==> src/rtl/perceptron_train_ctrl.sv <==
// Perceptron training sequencer.
// Filters branch resolutions with the perceptron training rule, queues the ones
// that need training, and gives each queued entry one table read cycle followed
// by one train-unit write cycle. The table read port is shared with fetch:
// fetch wins arbitration until the starvation guard forces a training slot.
//
// Ports:
//   clk, rst            clock, synchronous active-high reset
//   flush_i             drop all pending training
//   res_*               resolution input channel (valid/ready)
//   if_rd_req_i         fetch wants the table read port this cycle
//   if_stall_o          fetch denied the port this cycle
//   pt_rd_en_o/idx_o    training read of the perceptron table
//   tr_*                write command to the train unit
//   busy_o              work pending or in progress
//   trained_cnt_o       entries written (wrapping)
//   skipped_cnt_o       accepted resolutions filtered out (wrapping)
module perceptron_train_ctrl #(
  parameter int unsigned PT_IDX_W  = 6,
  parameter int unsigned BHR_W     = 8,
  parameter int unsigned WEIGHT_W  = 8,
  parameter int unsigned THRESHOLD = 20,
  parameter int unsigned DEPTH     = 4,
  parameter int unsigned STALL_MAX = 3
) (
  input  logic                clk,
  input  logic                rst,
  input  logic                flush_i,
  input  logic                res_vld_i,
  output logic                res_rdy_o,
  input  logic [PT_IDX_W-1:0] res_idx_i,
  input  logic                res_outcome_i,
  input  logic [BHR_W-1:0]    res_bhr_i,
  input  logic [WEIGHT_W-1:0] res_y_i,
  input  logic                if_rd_req_i,
  output logic                if_stall_o,
  output logic                pt_rd_en_o,
  output logic [PT_IDX_W-1:0] pt_rd_idx_o,
  output logic                tr_en_o,
  output logic [PT_IDX_W-1:0] tr_idx_o,
  output logic                tr_outcome_o,
  output logic [BHR_W-1:0]    tr_bhr_o,
  output logic                busy_o,
  output logic [15:0]         trained_cnt_o,
  output logic [15:0]         skipped_cnt_o
);

  localparam int unsigned ENT_W = PT_IDX_W + 1 + BHR_W;
  localparam int unsigned PTR_W = (DEPTH > 1) ? $clog2(DEPTH) : 1;
  localparam int unsigned CNT_W = $clog2(DEPTH + 1);
  localparam int unsigned STL_W = (STALL_MAX > 0) ? $clog2(STALL_MAX + 1) : 1;
  localparam logic [WEIGHT_W:0] THRESH   = (WEIGHT_W + 1)'(THRESHOLD);
  localparam logic [CNT_W-1:0]  FULL_CNT = CNT_W'(DEPTH);
  localparam logic [STL_W-1:0]  STL_LIM  = STL_W'(STALL_MAX);

  typedef enum logic [1:0] {S_IDLE, S_READ, S_WRITE} state_e;

  state_e             state_q, state_d;
  logic [ENT_W-1:0]   mem_q [DEPTH];
  logic [PTR_W-1:0]   wr_ptr_q, wr_ptr_d, rd_ptr_q, rd_ptr_d;
  logic [CNT_W-1:0]   count_q, count_d;
  logic [STL_W-1:0]   stall_q, stall_d;
  logic [ENT_W-1:0]   hold_q, hold_d;
  logic [15:0]        trained_q, trained_d, skipped_q, skipped_d;

  logic               y_neg, need_c, full_c, accept_c, push_c, pop_c, grant_c;
  logic [WEIGHT_W:0]  y_ext, y_abs;
  logic [ENT_W-1:0]   head_c;

  // Training rule: mispredicted, or |y| not above threshold. |y| is one bit
  // wider so the most negative weight sum stays positive.
  assign y_neg  = res_y_i[WEIGHT_W-1];
  assign y_ext  = {y_neg, res_y_i};
  assign y_abs  = y_neg ? -y_ext : y_ext;
  assign need_c = ((~y_neg) != res_outcome_i) | (y_abs <= THRESH);

  assign full_c    = (count_q == FULL_CNT);
  assign res_rdy_o = ~full_c;
  assign accept_c  = res_vld_i & ~full_c & ~flush_i;
  assign push_c    = accept_c & need_c;
  assign head_c    = mem_q[rd_ptr_q];

  // Fetch owns the port unless the stall counter has hit its limit.
  assign grant_c = ~if_rd_req_i | (stall_q == STL_LIM);
  assign pop_c   = (state_q == S_READ) & grant_c & ~flush_i;

  // FIFO pointer and occupancy update; flush empties it outright.
  always_comb begin
    wr_ptr_d = wr_ptr_q;
    rd_ptr_d = rd_ptr_q;
    count_d  = count_q;
    if (flush_i) begin
      wr_ptr_d = '0;
      rd_ptr_d = '0;
      count_d  = '0;
    end else begin
      if (push_c) wr_ptr_d = wr_ptr_q + PTR_W'(1);
      if (pop_c)  rd_ptr_d = rd_ptr_q + PTR_W'(1);
      case ({push_c, pop_c})
        2'b10:   count_d = count_q + CNT_W'(1);
        2'b01:   count_d = count_q - CNT_W'(1);
        default: count_d = count_q;
      endcase
    end
  end

  // Next state and cycle outputs. Transitions look at next-cycle occupancy so
  // an entry accepted this cycle is read in the very next cycle.
  always_comb begin
    state_d    = state_q;
    stall_d    = stall_q;
    hold_d     = hold_q;
    trained_d  = trained_q;
    skipped_d  = skipped_q;
    pt_rd_en_o = 1'b0;
    if_stall_o = 1'b0;
    tr_en_o    = 1'b0;
    if (accept_c && !need_c) skipped_d = skipped_q + 16'd1;
    case (state_q)
      S_IDLE: begin
        if (count_d != '0) state_d = S_READ;
      end
      S_READ: begin
        if (flush_i) begin
          state_d = S_IDLE;
        end else if (grant_c) begin
          pt_rd_en_o = 1'b1;
          if_stall_o = if_rd_req_i;
          hold_d     = head_c;
          stall_d    = '0;
          state_d    = S_WRITE;
        end else begin
          // Cannot pass STALL_MAX: reaching it forces a grant.
          stall_d = stall_q + STL_W'(1);
        end
      end
      S_WRITE: begin
        tr_en_o   = 1'b1;
        trained_d = trained_q + 16'd1;
        state_d   = (count_d != '0) ? S_READ : S_IDLE;
      end
      default: state_d = S_IDLE;
    endcase
    if (flush_i) stall_d = '0;
  end

  assign pt_rd_idx_o   = pt_rd_en_o ? head_c[ENT_W-1 -: PT_IDX_W] : '0;
  assign tr_idx_o      = tr_en_o ? hold_q[ENT_W-1 -: PT_IDX_W] : '0;
  assign tr_outcome_o  = tr_en_o & hold_q[BHR_W];
  assign tr_bhr_o      = tr_en_o ? hold_q[BHR_W-1:0] : '0;
  assign busy_o        = (count_q != '0) | (state_q != S_IDLE);
  assign trained_cnt_o = trained_q;
  assign skipped_cnt_o = skipped_q;

  // Control state.
  always_ff @(posedge clk) begin
    if (rst) begin
      state_q   <= S_IDLE;
      wr_ptr_q  <= '0;
      rd_ptr_q  <= '0;
      count_q   <= '0;
      stall_q   <= '0;
      hold_q    <= '0;
      trained_q <= '0;
      skipped_q <= '0;
    end else begin
      state_q   <= state_d;
      wr_ptr_q  <= wr_ptr_d;
      rd_ptr_q  <= rd_ptr_d;
      count_q   <= count_d;
      stall_q   <= stall_d;
      hold_q    <= hold_d;
      trained_q <= trained_d;
      skipped_q <= skipped_d;
    end
  end

  // Entry storage; contents are only meaningful below count_q.
  always_ff @(posedge clk) begin
    if (push_c) mem_q[wr_ptr_q] <= {res_idx_i, res_outcome_i, res_bhr_i};
  end

endmodule

==> config.mk <==
export PLATFORM = sky130hd
export DESIGN_NAME = perceptron_train_ctrl
export DESIGN_NICKNAME = d
export VERILOG_FILES = /design/src/rtl/perceptron_train_ctrl.sv
export SDC_FILE = /design/constraint.sdc
export NUM_CORES = 1
export LEC_CHECK = 0
export BUFFER_PORTS_ARGS = -buffer_cell sky130_fd_sc_hd__buf_4
export CAP_MARGIN = 20
export CORE_MARGIN = 1.5
export CORE_UTILIZATION = 50
export DETAILED_ROUTE_END_ITERATION = 10
export GPL_ROUTABILITY_DRIVEN = 0
export HOLD_SLACK_MARGIN = 0.03
export PLACE_DENSITY = 0.75
export SYNTH_ARGS = -nofsm -noshare
export SYNTH_HDL_FRONTEND = slang
export SYNTH_SLANG_ARGS = --single-unit
==> constraint.sdc <==
create_clock -name clk -period 4.32 [get_ports clk]
set_clock_uncertainty 0.1 [all_clocks]
set_input_delay 0.216 -clock clk [delete_from_list [all_inputs] [get_ports clk]]
set_output_delay 0.216 -clock clk [all_outputs]
set_load 0.02 [all_outputs]
==> results of run 1 <==
sequential cells by signal (all words and copies together), names as in the netlist, named ones only:
register       count
state_q            2
trained_cnt_o     16
rd_ptr_q           2
hold_q            15
skipped_cnt_o     16
count_q            3
stall_q            2
mem_q             60
wr_ptr_q           2
cells by family (layout without fill, tap and decap cells):
group / count (synthesis) / in the layout / synth area share [%]
multiplexers: 20 / 20 / 7.66
flip-flops: 120 / 120 / 58.8
AO/OA/AOI/OAI: 69 / 69 / 8.79
AND/OR/NAND/NOR: 162 / 162 / 16.0
XOR/XNOR: 22 / 22 / 3.77
buffers and inverters: 32 / 152 / 2.42
adder cells (fa/ha/maj): 10 / 10 / 2.59
area by class of cell:
cell class                      instances  area share [%]
Clock inverter                         14            2.42
Sequential cell                       120            45.3
Timing Repair Buffer                  103            12.4
Inverter                               17           0.963
Clock buffer                           18            6.46
Multi-Input combinational cell        283            29.9
Tap cell                              133            2.51
synthesized netlist by cell type (2+ instances only):
| master | n | area [sq um] |
|---|---|---|
| and4_1 | 2 | 17.5 |
| nor2b_1 | 5 | 31.3 |
| edfxtp_1 | 60 | 1800 |
| o21ai_1 | 8 | 40.0 |
| or2_2 | 2 | 12.5 |
| xnor2_1 | 11 | 96.3 |
| a21oi_1 | 33 | 165 |
| nor3_1 | 7 | 35.0 |
| nor2_1 | 45 | 169 |
| buf_2 | 3 | 15.0 |
| a311oi_1 | 2 | 17.5 |
| dfxtp_1 | 60 | 1200 |
| o21a_1 | 2 | 15.0 |
| nand4_1 | 6 | 37.5 |
| inv_1 | 16 | 60.1 |
| mux4_2 | 15 | 338 |
| nand3b_1 | 3 | 22.5 |
| and3_1 | 12 | 75.1 |
| xor2_1 | 11 | 96.3 |
| buf_1 | 2 | 7.51 |
| mux2_1 | 3 | 33.8 |
| o21ai_0 | 7 | 35.0 |
| mux2i_1 | 2 | 20.0 |
| nand2b_1 | 4 | 25.0 |
| nand3_1 | 11 | 55.1 |
| nand2_1 | 36 | 135 |
| a31oi_2 | 2 | 25.0 |
| ha_1 | 9 | 113 |
| o31ai_1 | 3 | 22.5 |
| clkbuf_1 | 10 | 37.5 |
| a31oi_1 | 2 | 12.5 |
| or3_1 | 8 | 50.1 |
| and2_1 | 15 | 93.8 |
routing by layer:
metal  vias up  track usage [%]  part of all wire [%]
met3        12             4.51                   4.3
li1       1794                -                     -
met1      1846             25.2                    41
met4         0             9.03                   1.3
met5         -                0                     0
met2       106             37.5                    53
per-stage QoR:
step	utilization, %	setup WS (ps)	cells	hold slack [ps]
finish	67.2	1070	688	62.4
global route	67.2	871	688	72.9
CTS	67.0	1110	687	44.8
detailed placement	59.4	572	639	322
global placement	59.4	767	639	316
floorplan	-	982	435	215
worst paths after layout:
path,endpoint,depth (start not counted),slack (ps),start
setup / recovery,state_q[0],16,1070,res_y_i[0]
hold / removal,skipped_cnt_o[12],2,60,rst
setup reg to reg,state_q[0],11,1240,stall_q[0]
hold reg to reg,hold_q[0],2,350,hold_q[0]
power by group through the flow:
stage / Clock, W / Combinational [W] / Sequential [W]
floorplan: 0 / 0.0000576 / 0.00123
global placement: 0 / 0.0000996 / 0.00123
detailed placement: 0 / 0.000104 / 0.00124
CTS: 0.00141 / 0.000116 / 0.00121
global route: 0.00146 / 0.000128 / 0.00121
finish: 0.00139 / 0.000117 / 0.00121
worst max-delay path, stage by stage:
cell and delay, ps:
buf_4 140, inv_1 60, ha_1 240, nor2b_1 250, a2111oi_4 90, a31o_2 250, o31a_1 320, nor2_1 100
inv_1 50, ha_1 240, fa_1 410, xnor2_1 270, xnor2_1 100, or4b_2 620, a21oi_1 160, nor2_1 50
==> flow_summary.ini, run 1 <==
[routing]
ant_nets = 0
num_vias = 3758
drtIter0Drc = 327
dr.pass1.iters = 5
via_per_inst = 5.46
drc = 0
drt-total-wl_mm = 10.9
post_drt_wl_per_cell_um = 15.8

[pwr]
p_clk_share_pct = 51.2
power_density_nw_per_um2 = 411
peakVddDrop_uv = 329
internal-power_w = 0.00211
power_frac_comb_pct = 4.3
p_sw_w = 0.000614
p_leak_nw = 2.49
swShare_pct = 22.6
power_frac_seq_pct = 44.5
power.total_w = 0.00272

[global_routing]
overflow = 0
grt.total_usage_pct = 21.3
grt_pass1_wl_mm = 17.9
antenna_found_initial = 0
grt_pass1_vias = 3669
grt_max_degree = 54

[sta]
tns_ps = 0
post-route-min-period_ps = 3250
layout_worst_path_cycle_share_pct = 75.3
hold_violations = 0
maxSlewHeadroom_pct = 46.2
setup_violations = 0
fmax_mhz = 307
tightest_slew_ps = 807
rsz0062_at_grt = false
final_max_slew_viol_count = 0

[synthesis]
synth_fp_nets = 473
netlist_area_sq_um = 5110
yosysSeqAreaShare_pct = 58.8
yosysWarnings = 0
synth_edf_count = 60
ys_types = 51
avgSynthCellArea_sq_um = 11.7
ys_seq_elements = 120
synth_flop_cell = edfxtp_1
netlist_instances = 435
async_flop_share_pct = 0

[clocking]
tritoncts = done
clock-root-buffer = clkbuf_8
cts_hold_buf = 16
insertion_delay_ps = 530
h-tree-depth = 4
cts_buffers = 17
clk_pin_slew_worst_paths_ps = 60
cts_resized = 0
cts.sinks = 120
cts_setup_buffers = 0
clk_path_buf_depth = 2

[floorplan]
die_x_um = 104
die_area_sq_um = 10800
start_util_pct = 51.8
die_h_um = 104
rows = 36
core-area_sq_um = 9860
top_level_ports = 86

[layout]
antenna_cells = 0
regArea_sq_um = 3000
drive_above_1_share_pct = 26.3
multiInputGateArea_sq_um = 1980
final_area_sq_um = 6630
nNetsFinal = 580
nFillCells = 711
layout_commonest_cell = buf_4
layout_common_cells = 86 x buf_4, 60 x dfxtp_1, 60 x edfxtp_1
areaGrowthSynthToFinish_pct = 29.6

[status]
status = complete, no violations

[critical_path]
cp-end-kind = flop
critical_path_arrival_ps = 3560
required_ps = 4630
start_kind = input port
worstSetupPathType = in2reg
path_max_fanout = 6

[min_path]
min_path_type = in2reg

[place]
port_buffers = 85
placed_area_sq_um = 5860
dp_hpwl_mm = 7.09

[flow_run]
maxCapViolCount = 0
Note: power is estimated with default switching activity, not from simulation.
==> run 2: changes to the inputs <==
PLACE_DENSITY = 0.78   (was 0.75)
clock period = 2.65 ns   (was 4.32 ns; I/O delays follow)
==> run 2 against run 1 <==
The run now ends with setup timing left. Cell count rose by 5.7%. Hold slack improved by 100 ps. Setup slack got worse by 1200 ps. Largest power group unchanged. Highest routed layer unchanged.
==> flow_summary.ini, run 2 (synthesis results as in run 1) <==
[pwr]
power_frac_comb_pct = 6.0
power_frac_seq_pct = 44.3
swShare_pct = 22.7
p_clk_share_pct = 49.7
p_sw_w = 0.00101
p_leak_nw = 2.71
peakVddDrop_uv = 519
power_density_nw_per_um2 = 629
power.total_w = 0.00446
internal-power_w = 0.00345

[critical_path]
worstSetupPathType = in2reg
cp-end-kind = flop
critical_path_arrival_ps = 3040
path_max_fanout = 6
critical_path.reg2reg.endpoint = state_q[0]
rrSetupSlack_ps = -30
required_ps = 2950
start_kind = input port
r2r-start = stall_q[0]
reg2reg_depth = 11

[floorplan]
die_x_um = 104
die_h_um = 104
start_util_pct = 51.8
core-area_sq_um = 9860
rows = 36
die_area_sq_um = 10800
top_level_ports = 86

[routing]
via_per_inst = 5.51
dr.pass1.iters = 5
post_drt_wl_per_cell_um = 17.5
drtIter0Drc = 240
num_vias = 4009
drt-total-wl_mm = 12.7
drc = 0
ant_nets = 0

[min_path]
holdCritStartpoint = if_rd_req_i
worstHoldEndpoint = stall_q[0]
min_path_type = in2reg
hold_path_depth = 6

[layout]
largest_register = mem_q
antenna_cells = 0
layout_common_cells = 116 x buf_4, 60 x dfxtp_1, 60 x edfxtp_1
areaGrowthSynthToFinish_pct = 38.7
nNetsFinal = 619
largest_reg_flops = 60
drive_above_1_share_pct = 32.8
layout_commonest_cell = buf_4
multiInputGateArea_sq_um = 2090
regArea_sq_um = 3000
final_cells = 727
nFillCells = 610

[sta]
setup_ws_ps = -90.5
fmax_mhz = 365
final_max_slew_viol_count = 0
layout_worst_path_cycle_share_pct = 103
tns_ps = -158
setup_violations = 2
maxSlewHeadroom_pct = 55.4
rsz0062_at_grt = true
tightest_slew_ps = 668
hold_violations = 0
post-route-min-period_ps = 2740

[place]
dp_hpwl_mm = 7.50
pre_cts_ws_ps = -624
port_buffers = 85
dp.cells = 670

[status]
violations = setup timing
status = finished, violations left

[global_routing]
grt_pass1_wl_mm = 19.4
overflow = 0
grt.total_usage_pct = 23.3
grt_max_degree = 29
antenna_found_initial = 0
grt_pass1_vias = 3977

[clocking]
cts_buffers = 17
tritoncts = done
h-tree-depth = 4
clk_pin_slew_worst_paths_ps = 60
clock-root-buffer = clkbuf_8
insertion_delay_ps = 520
clk_path_buf_depth = 2
cts.sinks = 120

[flow_run]
maxCapViolCount = 0
-- run 2: changes by cell type in the layout (fill, tap and decap cells not counted), sizes merged --
cell,previous run,this run
clkinv,2,6
buf,87,123
inv,24,20
dlygate4sd3,16,19
clkbuf,18,19
clkinvlp,3,2
-- run 2: critical path, stage by stage --
cell and delay [ps]:
buf_8 110, inv_6 50, ha_4 180, nor2b_2 220, a2111oi_4 80, a31o_2 250
o31a_1 300, nor2_1 90, inv_1 70, ha_4 170, fa_2 400, xnor2_2 200
xnor2_1 100, or4b_4 500, a21oi_2 130, nor2_1 40
-- run 2: metal layers --
layer	track usage (%)	part of all wire, %
met1	26.2	38
met4	10.3	2.5
met3	5.51	5.0
met5	0	0
met2	41.9	54
-- run 2: what timing repair did --
action | CTS | global route
endpoints found under the hold margin | 100 | 0
resized for setup | 5 | 12
pin swaps | 9 | 2
buffers inserted | 2 | 3
hold buffers | 20 | 0
gates cloned | 0 | 0
setup endpoints to repair | 1 | 2
-- run 2: worst max-delay path by stage --
stage	startpoint	end	slack, ps
after floorplan	res_y_i[1]	state_q[0]	-400
after global placement	res_y_i[1]	state_q[0]	-530
after detailed placement	res_y_i[1]	state_q[0]	-620
after CTS	res_y_i[1]	state_q[0]	-0.7
after global routing	res_y_i[1]	state_q[0]	-170
final	res_y_i[1]	state_q[0]	-90
-- run 2: area by class of cell --
cell class,instances,area share (%)
well taps,133,2.35
inverters,17,1.01
clock inverters,13,2.07
flip-flops and latches,120,42.4
multi-input cells,283,29.5
clock buffers,19,5.95
repair buffers,142,16.8
-- run 2: through the flow --
step,instance area [sq um],util (%),hold slack (ps)
6_report,7090,71.9,165
3_3_place_gp,6200,62.9,233
3_5_place_dp,6200,62.9,237
5_1_grt,7090,71.9,199
4_1_cts,7020,71.1,128
2_1_floorplan,5170,-,131
-- run 2: power groups by stage --
stage / sequential (W) / clock [W] / combinational [W]
after floorplan: 0.00201 / 0 / 0.000103
after global placement: 0.00201 / 0 / 0.000206
after detailed placement: 0.00201 / 0 / 0.000216
after CTS: 0.00197 / 0.00223 / 0.000250
after global routing: 0.00197 / 0.00234 / 0.000287
final: 0.00197 / 0.00221 / 0.000269
